## config.mk

```make
export PLATFORM = sky130hd
export DESIGN_NAME = multdiv_pw_stage
export DESIGN_NICKNAME = d
export VERILOG_FILES = /design/src/rtl/multdiv_pw_pkg.sv /design/src/rtl/multdiv_iter_core.sv /design/src/rtl/multdiv_pw_stage.sv
export SDC_FILE = /design/constraint.sdc
export NUM_CORES = 1
export LEC_CHECK = 0
export ABC_AREA = 1
export CAP_MARGIN = 10
export CORE_MARGIN = 10
export CORE_UTILIZATION = 30
export CTS_BUF_LIST = sky130_fd_sc_hd__clkbuf_4
export DETAILED_ROUTE_END_ITERATION = 7
export MAX_ROUTING_LAYER = met4
export PLACE_DENSITY = 0.54
export SLEW_MARGIN = 20
export SYNTH_ARGS = -nofsm -noshare
export SYNTH_HDL_FRONTEND = slang
export SYNTH_SLANG_ARGS = --single-unit
export TNS_END_PERCENT = 5
```

## constraint.sdc

```tcl
create_clock -name clock -period 3.7 [get_ports clock]
set_input_delay 0.555 -clock clock [delete_from_list [all_inputs] [get_ports clock]]
set_output_delay 0.555 -clock clock [all_outputs]
set_load 0.02 [all_outputs]
```

## src/rtl/multdiv_pw_pkg.sv

```systemverilog
// Shared encodings and helpers for the PW multiply/divide stage.
// Instruction fields, opcodes and the stage state encoding.
package multdiv_pw_pkg;

  localparam logic [4:0] OP_ALU  = 5'd0;
  localparam logic [4:0] OP_ADDI = 5'd5;
  localparam logic [4:0] OP_LW   = 5'd8;

  localparam logic [4:0] ALUOP_MUL = 5'd6;
  localparam logic [4:0] ALUOP_DIV = 5'd7;

  typedef enum logic [1:0] {
    IDLE,
    MUL,
    DIV,
    DONE
  } state_t;

  function automatic logic [4:0] opField(
    input logic [31:0] ir
  );
    return ir[31:27];
  endfunction

  function automatic logic [4:0] rdField(
    input logic [31:0] ir
  );
    return ir[26:22];
  endfunction

  function automatic logic [4:0] rsField(
    input logic [31:0] ir
  );
    return ir[21:17];
  endfunction

  function automatic logic [4:0] rtField(
    input logic [31:0] ir
  );
    return ir[16:12];
  endfunction

  function automatic logic [4:0] aluopField(
    input logic [31:0] ir
  );
    return ir[6:2];
  endfunction

  function automatic logic isMulDivIr(
    input logic [31:0] ir
  );
    return (opField(ir) == OP_ALU) &&
           ((aluopField(ir) == ALUOP_MUL) ||
            (aluopField(ir) == ALUOP_DIV));
  endfunction

endpackage

```

## src/rtl/multdiv_iter_core.sv

```systemverilog
// Iterative datapath: radix-2 Booth multiply and restoring divide.
// done and the final result are combinational in the last step cycle.
module multdiv_iter_core
  import multdiv_pw_pkg::*;
#(
  parameter int ITER = 32
) (
  input  logic        clock,
  input  logic        reset_n,
  input  logic        start,
  input  logic        op,
  input  logic [31:0] a,
  input  logic [31:0] b,
  output logic        done,
  output logic [31:0] result,
  output logic        exception
);

  localparam int CW = $clog2(ITER);

  logic            active;
  logic            isDiv;
  logic            neg;
  logic [32:0]     acc;
  logic [32:0]     m;
  logic [31:0]     q;
  logic            qm1;
  logic [CW-1:0]   cnt;

  logic [32:0]     sum;
  logic [32:0]     shifted;
  logic [33:0]     diff;
  logic [32:0]     accNext;
  logic [31:0]     qNext;
  logic            qm1Next;
  logic [63:0]     product;
  logic [31:0]     quot;

  function automatic logic [31:0] mag(
    input logic [31:0] v
  );
    return v[31] ? -v : v;
  endfunction

  always_comb begin
    sum     = acc;
    shifted = {acc[31:0], q[31]};
    diff    = {1'b0, shifted} - {1'b0, m};
    accNext = acc;
    qNext   = q;
    qm1Next = qm1;
    unique case ({q[0], qm1})
      2'b01:   sum = acc + m;
      2'b10:   sum = acc - m;
      default: sum = acc;
    endcase
    if (isDiv) begin
      accNext = diff[33] ? shifted : diff[32:0];
      qNext   = {q[30:0], ~diff[33]};
      qm1Next = 1'b0;
    end else begin
      accNext = {sum[32], sum[32:1]};
      qNext   = {sum[0], q[31:1]};
      qm1Next = q[0];
    end
  end

  always_comb begin
    product = {accNext[31:0], qNext};
    quot    = neg ? -qNext : qNext;
  end

  assign done = active && (cnt == CW'(ITER - 1));

  // A positive quotient of 2^31 only arises from 0x80000000 / -1.
  assign result    = isDiv ? quot : product[31:0];
  assign exception = isDiv ? (qNext[31] & ~neg)
                           : ~((&product[63:31]) |
                               ~(|product[63:31]));

  always_ff @(posedge clock or negedge reset_n) begin
    if (!reset_n) begin
      active <= 1'b0;
      isDiv  <= 1'b0;
      neg    <= 1'b0;
      acc    <= '0;
      m      <= '0;
      q      <= '0;
      qm1    <= 1'b0;
      cnt    <= '0;
    end else if (start) begin
      active <= 1'b1;
      isDiv  <= op;
      neg    <= op & (a[31] ^ b[31]);
      acc    <= '0;
      m      <= op ? {1'b0, mag(b)} : {b[31], b};
      q      <= op ? mag(a) : a;
      qm1    <= 1'b0;
      cnt    <= '0;
    end else if (active) begin
      acc <= accNext;
      q   <= qNext;
      qm1 <= qm1Next;
      cnt <= cnt + CW'(1);
      if (done) begin
        active <= 1'b0;
      end
    end
  end

endmodule

```

## src/rtl/multdiv_pw_stage.sv

```systemverilog
// PW latch beside execute: accepts mul/div from DX, stalls the front
// end while computing, and strobes a single write-back when done.
module multdiv_pw_stage
  import multdiv_pw_pkg::*;
#(
  parameter int ITER = 32
) (
  input  logic        clock,
  input  logic        reset_n,
  input  logic [31:0] DXIR,
  input  logic [31:0] operandA,
  input  logic [31:0] operandB,
  input  logic        wbBusy,
  output logic [31:0] PWIR,
  output logic [31:0] result,
  output logic        exception,
  output logic        multOrDivReady,
  output logic        busy
);

  state_t      state;
  logic        start;
  logic        isDivOp;
  logic        divZero;
  logic        coreStart;
  logic        coreDone;
  logic [31:0] coreResult;
  logic        coreExc;

  // Gated by reset_n so a mul/div held in DX cannot stall during reset.
  assign start     = reset_n && (state == IDLE) && isMulDivIr(DXIR);
  assign isDivOp   = aluopField(DXIR) == ALUOP_DIV;
  assign divZero   = isDivOp && (operandB == '0);
  assign coreStart = start && !divZero;

  assign multOrDivReady = (state == DONE) && !wbBusy;
  assign busy = start ||
                (state == MUL) ||
                (state == DIV) ||
                ((state == DONE) && !multOrDivReady);

  multdiv_iter_core #(
    .ITER(ITER)
  ) core (
    .clock    (clock),
    .reset_n  (reset_n),
    .start    (coreStart),
    .op       (isDivOp),
    .a        (operandA),
    .b        (operandB),
    .done     (coreDone),
    .result   (coreResult),
    .exception(coreExc)
  );

  always_ff @(posedge clock or negedge reset_n) begin
    if (!reset_n) begin
      state     <= IDLE;
      PWIR      <= '0;
      result    <= '0;
      exception <= 1'b0;
    end else begin
      unique case (state)
        IDLE: begin
          if (start) begin
            PWIR <= DXIR;
            if (divZero) begin
              state     <= DONE;
              result    <= '0;
              exception <= 1'b1;
            end else begin
              state <= isDivOp ? DIV : MUL;
            end
          end
        end
        MUL, DIV: begin
          if (coreDone) begin
            state     <= DONE;
            result    <= coreResult;
            exception <= coreExc;
          end
        end
        DONE: begin
          if (!wbBusy) begin
            state <= IDLE;
          end
        end
        default: state <= IDLE;
      endcase
    end
  end

endmodule

```

## Word level (Yosys, flattened, before mapping)

Index checks and enable logic that the tools add are counted.

- Input bits: 99
- Register bits: 174
- Logic and storage cells: 102
- Output and inout bits: 67

- Multiplexer cells: 37
- Add/subtract/negate cells: 7
- Reduce and logical (&&, ||, !) cells: 26
- Equality and inequality tests: 12
- Bitwise logic cells: 8

Operators with widths:

| cell | count |
|---|---|
| 2-to-1 mux 32 bit | 11 |
| 2-to-1 mux 33 bit | 5 |
| negation 32 bit | 3 |
| one-hot mux 33 bit (2 select lines) | 1 |
| one-hot mux 32 bit (2 select lines) | 1 |
| subtractor 33 x 33 -> 34 bit | 1 |
| adder 33 bit | 1 |
| AND reduction 33 bit | 1 |
| OR reduction 33 bit | 1 |
| subtractor 33 bit | 1 |
| zero test 32 bit | 1 |
| equality test 5 x 3 -> 1 bit, second input constant | 2 |
| 2-to-1 mux 1 bit | 10 |
| 2-to-1 mux 2 bit | 5 |
| 2-to-1 mux 5 bit | 2 |
| logical AND 1 bit | 8 |
| equality test 2 bit, second input constant | 3 |
| inequality test 2 bit, second input constant | 3 |
| one-hot mux 2 bit (3 select lines) | 1 |
| adder 5 x 1 -> 5 bit, second input constant | 1 |
| equality test 5 bit, second input constant | 1 |
| zero test 5 bit | 1 |
| equality test 2 x 1 -> 1 bit, second input constant | 2 |
| logical OR 1 bit | 4 |
| 13 further kinds | 20 |

## Depth between registers and ports, before layout

- Depth in word-level cells: 10
- Gate-level depth with buffers: 34
- Gate-level depth less buffers: 34

## By module

Synthesis repeated with hierarchy kept, for this count alone.

- Cell total of the unflattened synthesis: 2807
- Area total of the unflattened synthesis: 16918.7 µm²

Modules (own cells, without submodules):

| module | times used | seq. area each (µm²) | cells each | area each (µm²) |
|---|---|---|---|---|
| multdiv_iter_core | 1 | 2677.6 | 2396 | 13814.5 |
| multdiv_pw_stage | 1 | 1676.6 | 411 | 3104.2 |

## Worst setup path before layout

OpenSTA, ideal clock, no wires.

- Path type: register to register
- From: register core.m[1]
- To: register exception
- Data required time: 3577 ps
- Path slack: 64 ps
- Stages on the path, launching flop included: 31
- Setup time: 123 ps
- Clock period less this slack: 3636 ps
- Buffers on the path: 0
- Data arrival time: 3513 ps
- Cells stage by stage: dfrtp_1 > inv_1 > ha_1 > nand2_1 > nor2_1 > nand2_1 > nor2_1 > nand4_1 > nor2_1 > nand3_1 > nor2_1 > a21oi_1 > xor2_1 > ha_1 > nand2_1 > nor2_1 > inv_1 > nor3_1 > nand2_1 > nand3_1 > nand3_1 > nand2_1 > inv_1 > nor2_1 > nand2_1 > nor2_1 > nand2_1 > nor2_1 > nand3_1 > nand3_1 > a21oi_1

- Cells in the longest elaborated chain, start to end: 10
- Elaborated cells between the ends (all ways): 14
- Classes of those cells: add/sub: 3; mux: 6; bitwise: 3; reduce/logical: 2

RTL lines:

| element | RTL line | text |
|---|---|---|
| start: declaration | multdiv_iter_core.sv:25 | `logic [32:0] m;` |
| start signal: assignment | multdiv_iter_core.sv:96 | `m <= op ? {1'b0, mag(b)} : {b[31], b};` |
| subtractor 33 bit (tied with other cells) | multdiv_iter_core.sv:54 | `2'b10: sum = acc - m;` |
| one-hot mux 33 bit (2 select lines) or 2-to-1 mux 33 bit (tied branches) | multdiv_iter_core.sv:52, multdiv_iter_core.sv:58 |  |
| 2-to-1 mux 33 bit * | multdiv_iter_core.sv:57 | `if (isDiv) begin` |
| OR reduction 33 bit | multdiv_iter_core.sv:79 | `~(\|product[63:31]));` |
| inverter 1 bit | multdiv_iter_core.sv:79 |  |
| bitwise OR 1 bit * | multdiv_iter_core.sv:78 | `: ~((&product[63:31]) \|` |
| inverter 1 bit * | multdiv_iter_core.sv:78 |  |
| 2-to-1 mux 1 bit * | multdiv_iter_core.sv:77 | `assign exception = isDiv ? (qNext[31] & ~neg)` |
| 2-to-1 mux 1 bit * | multdiv_pw_stage.sv:77 | `if (coreDone) begin` |
| one-hot mux 1 bit (2 select lines) * | multdiv_pw_stage.sv:63 | `unique case (state)` |
| end signal: assignment | multdiv_pw_stage.sv:80 | `exception <= coreExc;` |
| end: declaration | multdiv_pw_stage.sv:16 | `output logic exception,` |

Every way passes the cells marked *; elsewhere a longest branch is shown, timed or not. The select of a mux whose other input is x is not followed.
A chain may end at the register's enable or synchronous reset.

## Worst setup path in the final report

- From: register core.m[0]
- To: register exception

- Cells in the longest elaborated chain, start to end: 10
- Elaborated cells between the ends (all ways): 16
- Classes of those cells: add/sub: 3; mux: 7; bitwise: 4; reduce/logical: 2

RTL lines:

| element | RTL line |
|---|---|
| subtractor 33 bit (tied with other cells) | multdiv_iter_core.sv:54 |
| one-hot mux 33 bit (2 select lines) or 2-to-1 mux 33 bit (tied branches) | multdiv_iter_core.sv:52, multdiv_iter_core.sv:58 |
| 2-to-1 mux 32 bit or 2-to-1 mux 33 bit (tied branches) | multdiv_iter_core.sv:57 |
| OR reduction 33 bit | multdiv_iter_core.sv:79 |
| inverter 1 bit | multdiv_iter_core.sv:79 |
| bitwise OR 1 bit | multdiv_iter_core.sv:78 |
| inverter 1 bit | multdiv_iter_core.sv:78 |
| 2-to-1 mux 1 bit * | multdiv_iter_core.sv:77 |
| 2-to-1 mux 1 bit * | multdiv_pw_stage.sv:77 |
| one-hot mux 1 bit (2 select lines) * | multdiv_pw_stage.sv:63 |

Marks and branches as above.

==> results.md <==
* CP Capture Type: register
* DRT iter0 DRCs at approximately 1.4k
* Drt pass-1 iters at 5
* Final worst slack at -582 ps
* Worst Hold Class: primary input to async pin
* Most common cell on crit path: nand2_2
* LEAKAGE at about 12 nW
* Mux share of post-synthesis cell area at less than 1%
* DRC at 0
* Flop2flop setup slack at -580 ps
* Worst Path Required at between 4000 and 5000 ps
* Final clock skew at between 20 and 30 ps
* Final WL at around 70000 µm
* Setup violators final at 25
* Count of buffers from port buffering at 165
* XOR/XNOR Fraction of Synth Area at under 10%
* Kind of critical path: register to register
* Final Util at roughly two fifths
* Power Density at between 700 and 800 nW/µm²
* Register area share after synthesis at a little over a quarter
* Syn_area_per_cell at 6.22 µm²
* Synth top area cells: dfrtp_1, nand2_1, inv_1, nor2_1, ha_1
* Slowest Stage Delay on Critical Path at between 400 and 500 ps
* Arrival time worst endpoint at slightly below 5000 ps
* CTS clk-pin slew, worst paths at roughly 170 ps
* Kind of start point of the critical path: register
* Synth Instances at about 2.7k
* Clk root buf: clkbuf_4
* Tightest hold margin at 305 ps
* Mapped Area at around 17000 µm²
* Ys async rst share at 100%
* Max cap viols at 0
* Max-Slew Margin vs Limit at around 45%
* Yosys top cell area share at 26.0%
* Total GRT Usage at about a fifth
* Routed WL per cell at 17.5 µm
* Die area at between 60000 and 70000 µm²
* Final slew viol count at 0
* Failing checks: setup timing
* Maximum VDD drop at around 0.00027 V
* Setup TNS at -3640 ps
* Dpl hpwl at around 56000 µm
* Post-route antenna net violation count at 0
* Final RePlAce weighted congestion at about 0.98
* Simple-Gate Fraction of Synth Area at 36.4%
* CTS HTree Levels at 4
* Fin area at approximately 22000 µm²
* Share of layout cells above drive strength 1 at between 10% and 20%
* Dpl cells at around 3.9k
* Core Footprint at roughly 55000 µm²
* Post-synth top flop: dfrtp_1
* Num CTS Buffers at 17
* Worst path bufs/invs at 2
* Fill count at 6043
* Warnings, synthesis at 0
* Crit Path Max Fanout at 4
* Num Clock Sinks at between 150 and 200
* DR vias/cell at about 4.8
* RSZ-0062 raised after global routing: yes
* Status: finished, violations left
* First-pass GRT wire length at roughly 110000 µm
* F_max at 234 MHz
* Hold Vio Cnt, Final at 0
* Synth Register Bits at 174
* Critical path's top delay family: simple AND/OR/NAND/NOR gates
* Compound-Gate Fraction of Synth Area at roughly an eighth
* Slew @ Worst Pin at between 800 and 900 ps
* Number of global-route vias before repair at approximately 18k
* Final Non-Filler Cells at 3903
* Minimum clock period at around 4300 ps
* Skew-Pair Late Insertion Delay at about 700 ps
* Main combinational cell family by area after synthesis: simple AND/OR/NAND/NOR gates
* Initial Utilization at approximately 30%
* Layout net count at around 3.3k
* # rows at 86
* Total gr overflow at 0
* Max stage delay cell, worst path: dfrtp_1
* Post-synth EDFFs at 0
* # IOs at around 170
* Largest area contributor in the netlist: dfrtp_1
* Via count at between 15k and 20k
* Synth cell types at 60
* Final worst-path cycle share at 116%
* Area delta synth->final at 33.9%
* Pin count of the biggest net entering global routing at approximately 100
* CTS tree: done
* Die width at between 200 and 300 µm
* Clock buffer depth at 2
* Die height at ~260 µm
* Initial antenna violation count at 1
* Power Total at roughly 17 mW
* Place WS at -844 ps
* Placed Instance Area at approximately 21000 µm²
* Adder-Cell Fraction of Synth Area at under 10%
* Syn_nets at ~2.9k
## cell type report
cell class | count | area (µm²) | area share (%)
Antenna cell | 2 | 5.00 | 0.0224
Clock buffer | 17 | 128 | 0.570
Clock inverter | 15 | 204 | 0.911
Inverter | 425 | 1600 | 7.14
Multi-Input combinational cell | 2017 | 10900 | 48.8
Sequential cell | 174 | 4360 | 19.5
Tap cell | 748 | 936 | 4.18
Timing Repair Buffer | 505 | 4220 | 18.9
## what timing repair did
| action | CTS | global route |
|---|---|---|
| endpoints found under the hold margin | 16 | 0 |
| setup buffers | 4 | 5 |
| pin swaps | 15 | 46 |
| resized for setup | 48 | 86 |
| setup endpoints to repair | 32 | 39 |
| hold buffers | 1 | 0 |
## flip-flops by register name, summed over array words and instances (netlist names)
name         cells
core.q          32
state            2
result          32
core.qm1         1
core.neg         1
PWIR            32
exception        1
core.isDiv       1
core.m          33
core.acc        33
core.active      1
core.cnt         5
## synthesized netlist by cell type, types with 3 or more instances
library cell / number
a21o_1: 4
a21oi_1: 95
a22o_1: 8
a31oi_1: 4
a32o_1: 5
and2_1: 4
buf_1: 9
buf_2: 22
buf_4: 5
buf_6: 4
clkbuf_1: 33
dfrtp_1: 174
ha_1: 76
inv_1: 412
inv_2: 10
nand2_1: 908
nand2_2: 6
nand3_1: 165
nand3_2: 4
nand3b_1: 13
nand4_1: 30
nor2_1: 265
nor2_2: 10
nor3_1: 27
nor3_2: 3
nor3_4: 3
nor4_1: 10
o211ai_1: 6
o21ai_0: 93
o21ai_1: 54
o21ai_2: 4
o21bai_1: 7
o221ai_1: 16
o221ai_2: 15
o22ai_1: 11
o31ai_1: 5
or2_2: 4
xnor2_1: 30
xor2_1: 107
## metal layers
metal | GRT usage, % | up-vias | part of all wire [%]
li1 | - | 9395 | -
met1 | 29.1 | 8624 | 49
met2 | 31.7 | 523 | 43
met3 | 3.32 | 42 | 5.8
met4 | 4.35 | 0 | 1.4
met5 | - | - | 0
## power by group
| group | leakage, nW | internal, mW | switching (mW) | total, mW |
|---|---|---|---|---|
| clock network | 0.173 | 0.495 | 0.827 | 1.32 |
| logic | 9.15 | 5.16 | 7.63 | 12.8 |
| registers | 2.30 | 2.39 | 0.416 | 2.81 |
| total | 11.6 | 8.05 | 8.88 | 16.9 |
## cells in the final DEF (no fill, tap or decap), types with 6 or more instances in the layout
cell type | netlist | routed
a21oi_2 | 1 | 10
xor2_2 | 0 | 6
o21ai_2 | 4 | 6
ha_4 | 0 | 7
o221ai_2 | 15 | 15
o21ai_1 | 54 | 56
nand2_1 | 908 | 870
o21bai_1 | 7 | 6
nand3b_1 | 13 | 13
nand3_1 | 165 | 151
nor2_1 | 265 | 243
clkbuf_4 | 0 | 17
inv_1 | 412 | 407
nor4_1 | 10 | 9
nor3_1 | 27 | 22
nand2_2 | 6 | 41
o21ai_0 | 93 | 88
nand3_2 | 4 | 18
nand4_1 | 30 | 30
o221ai_1 | 16 | 16
buf_4 | 5 | 338
o211ai_1 | 6 | 6
dfrtp_1 | 174 | 173
ha_1 | 76 | 64
a21oi_1 | 95 | 85
a22o_1 | 8 | 8
nor2_2 | 10 | 28
xnor2_1 | 30 | 29
xor2_1 | 107 | 101
nor3_2 | 3 | 7
o22ai_1 | 11 | 11
inv_2 | 10 | 15
clkdlybuf4s50_1 | 0 | 164
## logic make-up (layout without fill, tap and decap cells)
kind of cell | Yosys count | count (layout)
DFF | 174 | 174
and+or+nand+nor | 1463 | 1463
other | 0 | 2
xor gates and xnor gates | 137 | 137
muxes | 1 | 1
adders and majority gates | 78 | 78
buffers and inverters | 498 | 962
AOI/OAI and AO/OA | 338 | 338
## worst paths after layout
path	start	endpoint	cells past startpoint
worst max-delay path	core.m[0]	exception	31
worst min-delay path	reset_n	PWIR[2]	2
worst max register to register	core.m[0]	exception	31
worst min register to register	PWIR[30]	PWIR[30]	2
max in group asynchronous	reset_n	PWIR[18]	4
min in group clock	DXIR[11]	PWIR[11]	3
(Power assumes the default switching activity.)
